==> config.mk <==
export PLATFORM = sky130hd
export DESIGN_NAME = quad_gen
export DESIGN_NICKNAME = d
export VERILOG_FILES = /design/src/rtl/quad_gen.sv
export SDC_FILE = /design/constraint.sdc
export NUM_CORES = 1
export LEC_CHECK = 0
export ABC_AREA = 1
export CAP_MARGIN = 10
export CORE_MARGIN = 10
export CORE_UTILIZATION = 29
export DETAILED_ROUTE_END_ITERATION = 10
export SETUP_SLACK_MARGIN = 0.4
export SKIP_CTS_REPAIR_TIMING = 1
export SYNTH_ARGS = -nofsm -noshare
export SYNTH_HDL_FRONTEND = slang
export SYNTH_SLANG_ARGS = --single-unit
==> constraint.sdc <==
create_clock -name clk50 -period 1.6 [get_ports clk50]
set_clock_uncertainty 0.05 [all_clocks]
set_input_delay 0.32 -clock clk50 [delete_from_list [all_inputs] [get_ports clk50]]
set_output_delay 0.32 -clock clk50 [all_outputs]
set_load 0.02 [all_outputs]
==> src/rtl/quad_gen.sv <==
// Quadrature waveform generator: turns detent step commands into the Gray-code
// quadA/quadB edge train a rotary encoder produces, one edge every EDGE_DIV clocks.
module quad_gen #(
   parameter int EDGE_DIV         = 50000,
   parameter int EDGES_PER_DETENT = 4
) (
   input  logic       clk50,
   input  logic       reset,
   input  logic       step_valid,
   input  logic [1:0] step_dir,
   input  logic [7:0] step_count,
   output logic       step_ready,
   input  logic       abort,
   output logic       quadA,
   output logic       quadB,
   output logic       busy,
   output logic       detent_done,
   output logic       cmd_error,
   output logic [7:0] position
);

   typedef enum logic {IDLE, RUN} state_t;

   localparam logic [23:0] DIV_M1    = 24'(EDGE_DIV - 1);
   localparam logic [1:0]  LAST_EDGE = 2'(EDGES_PER_DETENT - 1);

   state_t      state;
   logic [1:0]  phase;
   logic        dir_right;
   logic [7:0]  detents_left;
   logic [1:0]  edge_in_detent;
   logic [23:0] timer;

   logic        fire;
   logic        legal;
   logic [1:0]  phase_nxt;

   function automatic logic [1:0] ab_of(input logic [1:0] p);
      case (p)
         2'd0:    ab_of = 2'b00;
         2'd1:    ab_of = 2'b10;
         2'd2:    ab_of = 2'b11;
         default: ab_of = 2'b01;
      endcase
   endfunction

   assign fire      = step_valid & step_ready & ~abort;
   assign legal     = ((step_dir == 2'b10) || (step_dir == 2'b01)) && (step_count != 8'd0);
   assign phase_nxt = dir_right ? phase + 2'd1 : phase - 2'd1;

   always_ff @(posedge clk50) begin
      if (reset) begin
         state          <= IDLE;
         phase          <= 2'd0;
         quadA          <= 1'b0;
         quadB          <= 1'b0;
         step_ready     <= 1'b1;
         busy           <= 1'b0;
         detent_done    <= 1'b0;
         cmd_error      <= 1'b0;
         position       <= 8'd0;
         timer          <= 24'd0;
         dir_right      <= 1'b0;
         detents_left   <= 8'd0;
         edge_in_detent <= 2'd0;
      end else begin
         detent_done <= 1'b0;
         cmd_error   <= 1'b0;
         case (state)
            IDLE: begin
               if (fire) begin
                  if (legal) begin
                     state          <= RUN;
                     step_ready     <= 1'b0;
                     busy           <= 1'b1;
                     dir_right      <= step_dir[1];
                     detents_left   <= step_count;
                     edge_in_detent <= 2'd0;
                     // the handshake cycle counts as tick 0, so edge k lands k*EDGE_DIV after it
                     timer          <= 24'd1;
                  end else begin
                     cmd_error <= 1'b1;
                  end
               end
            end
            RUN: begin
               if (abort || detents_left == 8'd0) begin
                  // phase is held where it is; a partial detent is simply dropped
                  state      <= IDLE;
                  step_ready <= 1'b1;
                  busy       <= 1'b0;
                  timer      <= 24'd0;
               end else if (timer == DIV_M1) begin
                  timer          <= 24'd0;
                  phase          <= phase_nxt;
                  {quadA, quadB} <= ab_of(phase_nxt);
                  edge_in_detent <= edge_in_detent + 2'd1;
                  if (edge_in_detent == LAST_EDGE) begin
                     detent_done  <= 1'b1;
                     position     <= dir_right ? position + 8'd1 : position - 8'd1;
                     detents_left <= detents_left - 8'd1;
                  end
               end else begin
                  timer <= timer + 24'd1;
               end
            end
            default: state <= IDLE;
         endcase
      end
   end

endmodule

==> results.cfg <==
[synthesis]
ys_ff_latch = 52
ys_types = 32
yosysTopAreaCell = dfxtp_1
postSynthCellCount = 515
yosysSeqAreaShare = 0.325
synth_nets = 540
synth.area.top_cells = dfxtp_1 32%, nand2_1 16%, nor2_1 9.5%, nand3_1 8.7%, a21oi_1 6.4%
synth_area_per_cell_um2 = 6.22
synth.top_cell.area_share = 0.325
netlist_area_mm2 = 0.00321
yosysWarnings = 0

[power_and_ir_drop]
ir_drop_uv = 371
p_per_area_mw_per_mm2 = 528
leakage_nw = 2.37

[clocking]
cts_tree = yes
cts_buffers = 5
clkTransAtPathRegs_ns = 0.11
cts_sinks = 52
htree_num_levels = 2
clock_latency_ns = 0.32
clockRootBuffer = clkbuf_8
clock_path_buffers = 2

[setup_path]
cpPeakStageDelay_ns = 0.38
worstPathRequired_ns = 1.81
ff2ff_path_depth = 10
cp_slowest_cell = dfxtp_2
crit_chain = ha_4 > nand3_4 > nor2_4 > nand3_4 > nor2_4 > nand2_2 > buf_12 > nand3_2 > nand2_1 > nor2_1
path_depth = 10
worstSetupEndpointType = flop
cp-start-kind = flop
r2r_slack_ns = -0.04
crit_family = simple AND/OR/NAND/NOR gates
critPathMaxFanout = 20
arrival_ns = 1.84
r2r_end = detents_left[5]$_SDFFE_PP0P_
critPathKind = flop to flop
critPathBufInv = 1
timing.rr.start = timer[1]$_SDFFE_PP0P_

[timing]
grt_setup_unrepaired = yes
slew_headroom = 0.708
timing.fmax_mhz = 611
tightest_slew_ns = 0.435
finalHoldViolations = 0
finalCritPeriodShare = 1.02
report.final.slew_viol_count = 0
setup_viol = 14
fin_ws_ns = -0.0358
layout_min_cycle_time_ns = 1.64

[route]
ant_nets = 0
vias_per_cell = 4.80
initialDrtViolationCount = 140
wl_um = 10200
routedWlPerCell_um = 13.2
drc = 0
vias = 3694
drt-pass1-iter-count = 4

[die]
io_pins = 28
die_w_um = 125
die_h_um = 125
die_area_mm2 = 0.0157
coreArea_mm2 = 0.0108
initial_utilization = 0.296
rows = 38

[hold_path]
whs_path_depth = 3
hold_start = step_dir[1]
whs_endpoint = dir_right$_SDFFE_PP0P_
hp-class = primary input to flop

[run_status]
violations = setup timing
status = finished, violations left

[placement]
place_area_mm2 = 0.00436
dp_hpwl_um = 7220
io_buffers = 27
globalplace.congestion = 0.966
place_ws_ns = -0.508
dp_cells = 733

[job]
drv_cap = 0

[global_route]
grt_max_degree = 21
grt_pass1_vias = 3460
antenna_found_initial = 1
grt_usage = 0.118
grt_pass1_wl_um = 15900
overflow = 0

[finish]
drive_gt1_frac = 0.431
instances_no_fill = 770
final_util = 0.483
final_cell_area_mm2 = 0.00524
area_growth_pct = 63.3
layout.nets = 653
## power breakdown
part           total (mW)  internal [mW]  switching (mW)  leakage (nW)
clock network       0.838          0.324           0.514        0.0491
registers            1.32           1.30          0.0227         0.439
logic               0.605          0.276           0.329          1.88
total                2.77           1.90           0.866          2.37
## layer usage
metal  part of all wire  track usage
met4              0.023       0.0373
met3              0.043       0.0308
met2               0.50        0.199
met5                  0            0
met1               0.43        0.142
## cells in the final DEF, fill, tap and decap left out, types with 8 or more instances in the layout
cell	n
nand2_4	8
nand3_1	36
nand4_1	16
dfxtp_1	20
nand3_2	13
xor2_1	8
nor2_2	14
dlymetal6s2s_1	13
nor2_4	13
inv_2	9
buf_4	69
nand2_1	112
inv_1	39
buf_6	32
dfxtp_4	13
nor2_1	57
a21oi_2	19
a21oi_1	21
dfxtp_2	19
o21ai_0	14
nand2_2	17
## final cells by class
cell class | instances | area [µm²]
repair buffers | 118 | 1110
well taps | 140 | 175
diodes | 1 | 2.50
multi-input cells | 393 | 2480
flip-flops and latches | 52 | 1110
clock inverters | 3 | 26.3
fillers | 1035 | 5610
inverters | 58 | 258
clock buffers | 5 | 68.8
## worst min-delay path, delay by kind of cell
family	cells	cell delay, ns
buf+inv	1	0.12
compound gates	2	0.16
## metrics by stage
stage | TNS [ns] | power, mW | hold slack (ns)
3_3_place_gp | -17.49 | 1.89 | 0.389
5_1_grt | -2.27 | 2.92 | 0.231
4_1_cts | -4.06 | 2.74 | 0.419
3_5_place_dp | -17.86 | 1.90 | 0.399
6_report | -0.216 | 2.77 | 0.250
2_1_floorplan | 0 | 1.69 | 0.332
## flip-flops by register name, indices dropped and copies added (netlist names)
register        count
phase               2
position            8
detent_done         1
cmd_error           1
state               1
quadB               1
timer              24
quadA               1
dir_right           1
edge_in_detent      2
detents_left        8
step_ready          1
busy                1
## Yosys cell counts (all sizes together)
cell    instances
nand2         137
nor2           85
inv            57
nand3          56
dfxtp          52
a21oi          41
o21ai          18
nand4          16
ha             10
clkbuf          9
xor2            9
nor3            5
a31oi           4
buf             3
a21o            2
nor4            2
or2             2
xnor2           2
clkinv          1
fa              1
nand3b          1
o211ai          1
o21bai          1
## worst max path at each step
stage                             startpoint                           end  slack (ns)
floorplan              timer[1]$_SDFFE_PP0P_  detents_left[0]$_SDFFE_PP0P_        0.06
global placement               step_count[5]        timer[22]$_SDFFE_PP0P_       -0.49
detailed placement             step_count[5]        timer[23]$_SDFFE_PP0P_       -0.51
CTS                 position[1]$_SDFFE_PP0P_                   position[1]       -0.23
global route           timer[1]$_SDFFE_PP0P_      position[0]$_SDFFE_PP0P_       -0.13
finish                 timer[1]$_SDFFE_PP0P_  detents_left[5]$_SDFFE_PP0P_       -0.04
## logic make-up after synthesis
group | after synthesis | share of synthesized area
adder cells (fa/ha/maj) | 11 | 0.0453
AND/OR/NAND/NOR | 304 | 0.406
XOR/XNOR | 11 | 0.0301
buffers and inverters | 70 | 0.0843
flip-flops | 52 | 0.325
AO/OA/AOI/OAI | 67 | 0.109
Note: power is estimated with default switching activity, not from simulation.
==> edit 1, RTL diff (same flow settings) <==
Register the output `cmd_error` once more, cleared by the reset; this adds one clock of latency there. The other outputs are not delayed to match.
--- a/src/rtl/quad_gen.sv
+++ b/src/rtl/quad_gen.sv
@@ -24,4 +24,6 @@
    localparam logic [23:0] DIV_M1    = 24'(EDGE_DIV - 1);
    localparam logic [1:0]  LAST_EDGE = 2'(EDGES_PER_DETENT - 1);
+
+   logic cmd_error_s0;
 
    state_t      state;
@@ -58,5 +60,5 @@
          busy           <= 1'b0;
          detent_done    <= 1'b0;
-         cmd_error      <= 1'b0;
+         cmd_error_s0   <= 1'b0;
          position       <= 8'd0;
          timer          <= 24'd0;
@@ -66,5 +68,5 @@
       end else begin
          detent_done <= 1'b0;
-         cmd_error   <= 1'b0;
+         cmd_error_s0 <= 1'b0;
          case (state)
             IDLE: begin
@@ -80,5 +82,5 @@
                      timer          <= 24'd1;
                   end else begin
-                     cmd_error <= 1'b1;
+                     cmd_error_s0 <= 1'b1;
                   end
                end
@@ -110,4 +112,12 @@
    end
 
+   always_ff @(posedge clk50) begin
+      if (reset) begin
+         cmd_error <= '0;
+      end else begin
+         cmd_error <= cmd_error_s0;
+      end
+   end
+
 endmodule
 
Formal check against the unedited RTL: not equivalent (Yosys sat finds a counterexample within 4 cycles, from zero or initial values and one cycle with reset high).
==> edit 1 against the unedited design <==
The flow still finishes with violations (negative setup slack). Synthesized cell count increased by 6.2%. Cell count grew 4.5%. Count of clock-buffer cells in the layout is 1 higher. Hold slack better by 150 ps. Sequential cell count is 1 higher. Setup slack worse by 35 ps. Wire length up 5.5%. Area after synthesis increased by 4.3%. Power rose by 18%. Final area increased by 4.2%. First-iteration DRC count grew 120%. Via count up 3.7%. Clock power is 50% higher. Global-route usage down 0.30 points. Highest routed layer unchanged.
==> edit 1: results (changes against the unedited design) <==
Worst-path clk slew: 70 ps (was 110 ps)
share of layout cells above drive strength 1: 40.94% (was 43.08%)
filler instances: 1062 (was 1035)
routed vias: 3829 (was 3694)
clk_lat worst skew: 300 ps (was 320 ps)
Port Buf Inserts: 27 (unchanged)
Async SR Flop Fraction: 0% (unchanged)
Cells after DPL: 770 (was 733)
Seq/Total Area, Yosys: 31.72% (was 32.47%)
slowest cell delay on critical path: 360 ps (was 380 ps)
final non-filler cell total: 805 (was 770)
Routed WL per cell: 13.31 um (was 13.19 um)
Post-DP Area: 4444 um2 (was 4358 um2)
Final Setup Violations: 11 (was 14)
CTS Root Cell: clkbuf_16 (was clkbuf_8)
worst hold path type: flop to flop (was primary input to flop)
drt first-iter violations: 302 (was 140)
P_leak: 2.477 nW (was 2.367 nW)
post-layout worst setup margin: -70.42 ps (was -35.77 ps)
Synth area leaders: dfxtp_1 (32%), nand2_1 (17%), nor2_1 (9.0%) (was dfxtp_1 (32%), nand2_1 (16%), nor2_1 (9.5%))
post-synthesis net count: 572 (was 540)
largest net degree at the start of global routing: 23 (was 21)
total track usage: 11.49% (was 11.78%)
failing checks: negative setup slack (unchanged)
Worst Path Arrival: 1820 ps (was 1840 ps)
Warnings, synthesis: 0 (unchanged)
Placer Congestion: 0.8858 (was 0.9656)
Mapped Cells: 547 (was 515)
first-pass GRT wire length: 15.97 mm (was 15.91 mm)
antenna fix cells: 0 (was 1)
worst-path fanout max: 11 (was 20)
htree depth: 2 (unchanged)
pre-CTS setup slack: -375.2 ps (was -507.9 ps)
initial antenna violation count: 0 (was 1)
commonest cells in the netlist: nand2_1 (150), nor2_1 (80), inv_1 (69) (was nand2_1 (137), nor2_1 (81), nand3_1 (56))
Nets: 686 (was 653)
Post-DP HPWL: 7.038 mm (was 7.216 mm)
Slew headroom: 78.84% (was 70.77%)
number of distinct library cells after synthesis: 30 (was 32)
vias in the first global route: 3471 (was 3460)
Peak VDD IR: 375.2 uV (was 371.1 uV)
status: finished with violations (unchanged)
==> edit 1: changes by cell type after synthesis, sizes merged, moves of 2 or more <==
cell    before  now
a21o         2    0
or2          2    4
a31oi        4    1
xor2         9    4
nor4         2    0
clkbuf       9    6
inv         57   73
buf          3    7
nor3b        0    2
nand2      137  151
nand4       16   21
==> edit 1: worst max-delay path: cells and delay by family, from the launching register on <==
kind / cells / cell delay, ps
simple gates: 6 / 660
flops: 1 / 360
buf+inv: 1 / 210
fa+ha+maj: 1 / 170
compound gates: 1 / 120
==> edit 1: power by group <==
group	internal, mW	leakage (nW)	switching [mW]
Combinational	0.302	1.95	0.343
Clock	0.743	0.0810	0.517
Sequential	1.34	0.445	0.0275
Total	2.38	2.48	0.887
==> edit 1: logic make-up after synthesis <==
family	after synthesis	share of synthesized area (%)
compound gates	65	10.33
xor+xnor	5	1.309
fa+ha+maj	11	4.340
buf+inv	87	10.03
flops	53	31.72
simple gates	326	42.27
==> edit 1: per-layer routing <==
| metal | GRT usage (%) | share of wire, % | up-vias |
|---|---|---|---|
| li1 | - | - | 1984 |
| met1 | 15.21 | 45 | 1781 |
| met2 | 18.86 | 51 | 57 |
| met3 | 2.357 | 3.3 | 7 |
| met4 | 2.277 | 0.71 | 0 |
| met5 | 0 | 0 | - |
==> edit 1: final cells by class <==
class / count / area (um2) / area share, %
repair buffers: 120 / 1146 / 21.01
clock buffers: 6 / 128.9 / 2.363
multi-input cells: 407 / 2536 / 46.50
well taps: 143 / 178.9 / 3.281
clock inverters: 2 / 38.79 / 0.7112
inverters: 74 / 305.3 / 5.598
flip-flops and latches: 53 / 1120 / 20.53
==> edit 1: final timing paths <==
| check | start | end | slack [ps] | cells past startpoint |
|---|---|---|---|---|
| min reg2reg | cmd_error_s0$_SDFF_PP0_ | cmd_error$_SDFF_PP0_ | 400 | 2 |
| max | timer[0]$_SDFFE_PP0P_ | detents_left[3]$_SDFFE_PP0P_ | -70 | 9 |
| min | cmd_error_s0$_SDFF_PP0_ | cmd_error$_SDFF_PP0_ | 400 | 2 |
| max reg2reg | timer[0]$_SDFFE_PP0P_ | detents_left[3]$_SDFFE_PP0P_ | -70 | 9 |
==> edit 1: through the flow <==
stage               TNS, ps  hold WS [ps]
detailed placement   -14710         392.6
CTS                   -2221         404.4
finish               -591.2         398.1
floorplan                 0         338.3
global placement     -12940         388.4
global route          -2376         418.9
==> edit 2, RTL diff (same flow settings) <==
Made on the original files. `EDGE_DIV`: 50000 -> 37500.
--- a/src/rtl/quad_gen.sv
+++ b/src/rtl/quad_gen.sv
@@ -2,5 +2,5 @@
 // quadA/quadB edge train a rotary encoder produces, one edge every EDGE_DIV clocks.
 module quad_gen #(
-   parameter int EDGE_DIV         = 50000,
+   parameter int EDGE_DIV         = 37500,
    parameter int EDGES_PER_DETENT = 4
 ) (
Formal check against the unedited RTL: same outputs for any inputs over 10 cycles, from zero or initial values and one cycle with reset high; that may be too few to reach the edited logic, so the function may still have changed.
==> edit 2 against the unedited design <==
The flow still finishes with violations (negative setup slack). Sequential cell count is the same. Count of clock-buffer cells in the layout grew 1. Setup slack got worse by 8.8 ps. Wire length is 12% higher. Area after synthesis grew 8.0%. Final area up 2.1%. Fmax down 0.53%. Core utilization down 2.1 points. Clock power grew 55%. Power grew 19%. Critical endpoint is now position[6]$_SDFFE_PP0P_. Largest cell class unchanged. Largest power group unchanged. Highest routed layer unchanged.
==> edit 2: results (changes against the unedited design) <==
share of layout cells above drive strength 1: 37.96% (was 43.08%)
register share of the cell area: 20.45% (was 21.27%)
slowest cell delay on critical path: 330 ps (was 380 ps)
P_leak: 2.471 nW (was 2.367 nW)
Worst Path Arrival: 1790 ps (was 1840 ps)
failing checks: negative setup slack (unchanged)
clk_lat worst skew: 290 ps (was 320 ps)
Final Setup Violations: 13 (was 14)
multi-input gate share of the layout cell area: 50.05% (was 47.47%)
hold slack: 355.0 ps (was 250.1 ps)
post-layout worst setup margin: -44.55 ps (was -35.77 ps)
via density per instance: 4.892 (was 4.797)
Placer Congestion: 0.9332 (was 0.9656)
vias in the first global route: 3524 (was 3460)
status: finished with violations (unchanged)
Non-clock buffering overhead: 17.38% (was 21.13%)
worst r2r path cells: 12 (was 10)
inverter count: 69 (was 58)
Met3 Wirelength: 548 um (was 441 um)
Net Sw Power: 924.4 uW (was 865.8 uW)
antenna fix cells: 0 (was 1)
first-pass GRT wire length: 17.08 mm (was 15.91 mm)
worst-path fanout max: 4 (was 20)
Buffers, non-clock: 101 (was 118)
met2 wire len: 5.471 mm (was 5.111 mm)
Synth area leaders: dfxtp_1 (30%), nand2_1 (16%), nor2_1 (8.9%) (was dfxtp_1 (32%), nand2_1 (16%), nor2_1 (9.5%))
initial antenna violation count: 0 (was 1)
post-synthesis net count: 583 (was 540)
routed wire length: 11.35 mm (was 10.16 mm)
commonest cells in the netlist: nand2_1 (147), nor2_1 (82), inv_1 (63) (was nand2_1 (137), nor2_1 (81), nand3_1 (56))
filler instances: 1088 (was 1035)
Fin Setup TNS: -344.4 ps (was -215.6 ps)
Seq/Total Area, Yosys: 30.06% (was 32.47%)
WL met1: 5.129 mm (was 4.368 mm)
largest net degree at the start of global routing: 23 (was 21)
Post-DP HPWL: 7.673 mm (was 7.216 mm)
Worst-path clk slew: 70 ps (was 110 ps)
slew at the pin closest to its max-slew limit: 334.6 ps (was 434.5 ps)
total track usage: 12.31% (was 11.78%)
seq_cells: 52 (unchanged)
Initial DRT Pass Iterations: 7 (was 4)
Worst Setup SP: detents_left[0]$_SDFFE_PP0P_ (was timer[1]$_SDFFE_PP0P_)
Multi-Input Combinational: 426 (was 393)
==> edit 2: routing by layer <==
layer / up-vias / global-route usage, %
li1: 1986 / -
met5: - / 0
met4: 0 / 3.612
met3: 16 / 2.651
met1: 1795 / 15.77
met2: 112 / 20.29
==> edit 2: stage by stage <==
step,setup slack [ps],instances,utilization [%],power (mW),area [um2]
2_1_floorplan,29.98,558,-,1.711,3721
3_3_place_gp,-338.2,770,38.92,1.872,4501
3_5_place_dp,-369.2,770,38.92,1.884,4501
4_1_cts,-232.9,778,40.45,3.179,4678
5_1_grt,-159.0,799,46.20,3.432,5343
6_report,-44.55,799,46.20,3.296,5343
==> edit 2: cell families after synthesis <==
group | after synthesis | share of synthesized area [%]
simple gates | 330 | 42.45
buf+inv | 85 | 10.04
compound gates | 70 | 10.73
flops | 52 | 30.06
fa+ha+maj | 11 | 4.191
xor+xnor | 10 | 2.529
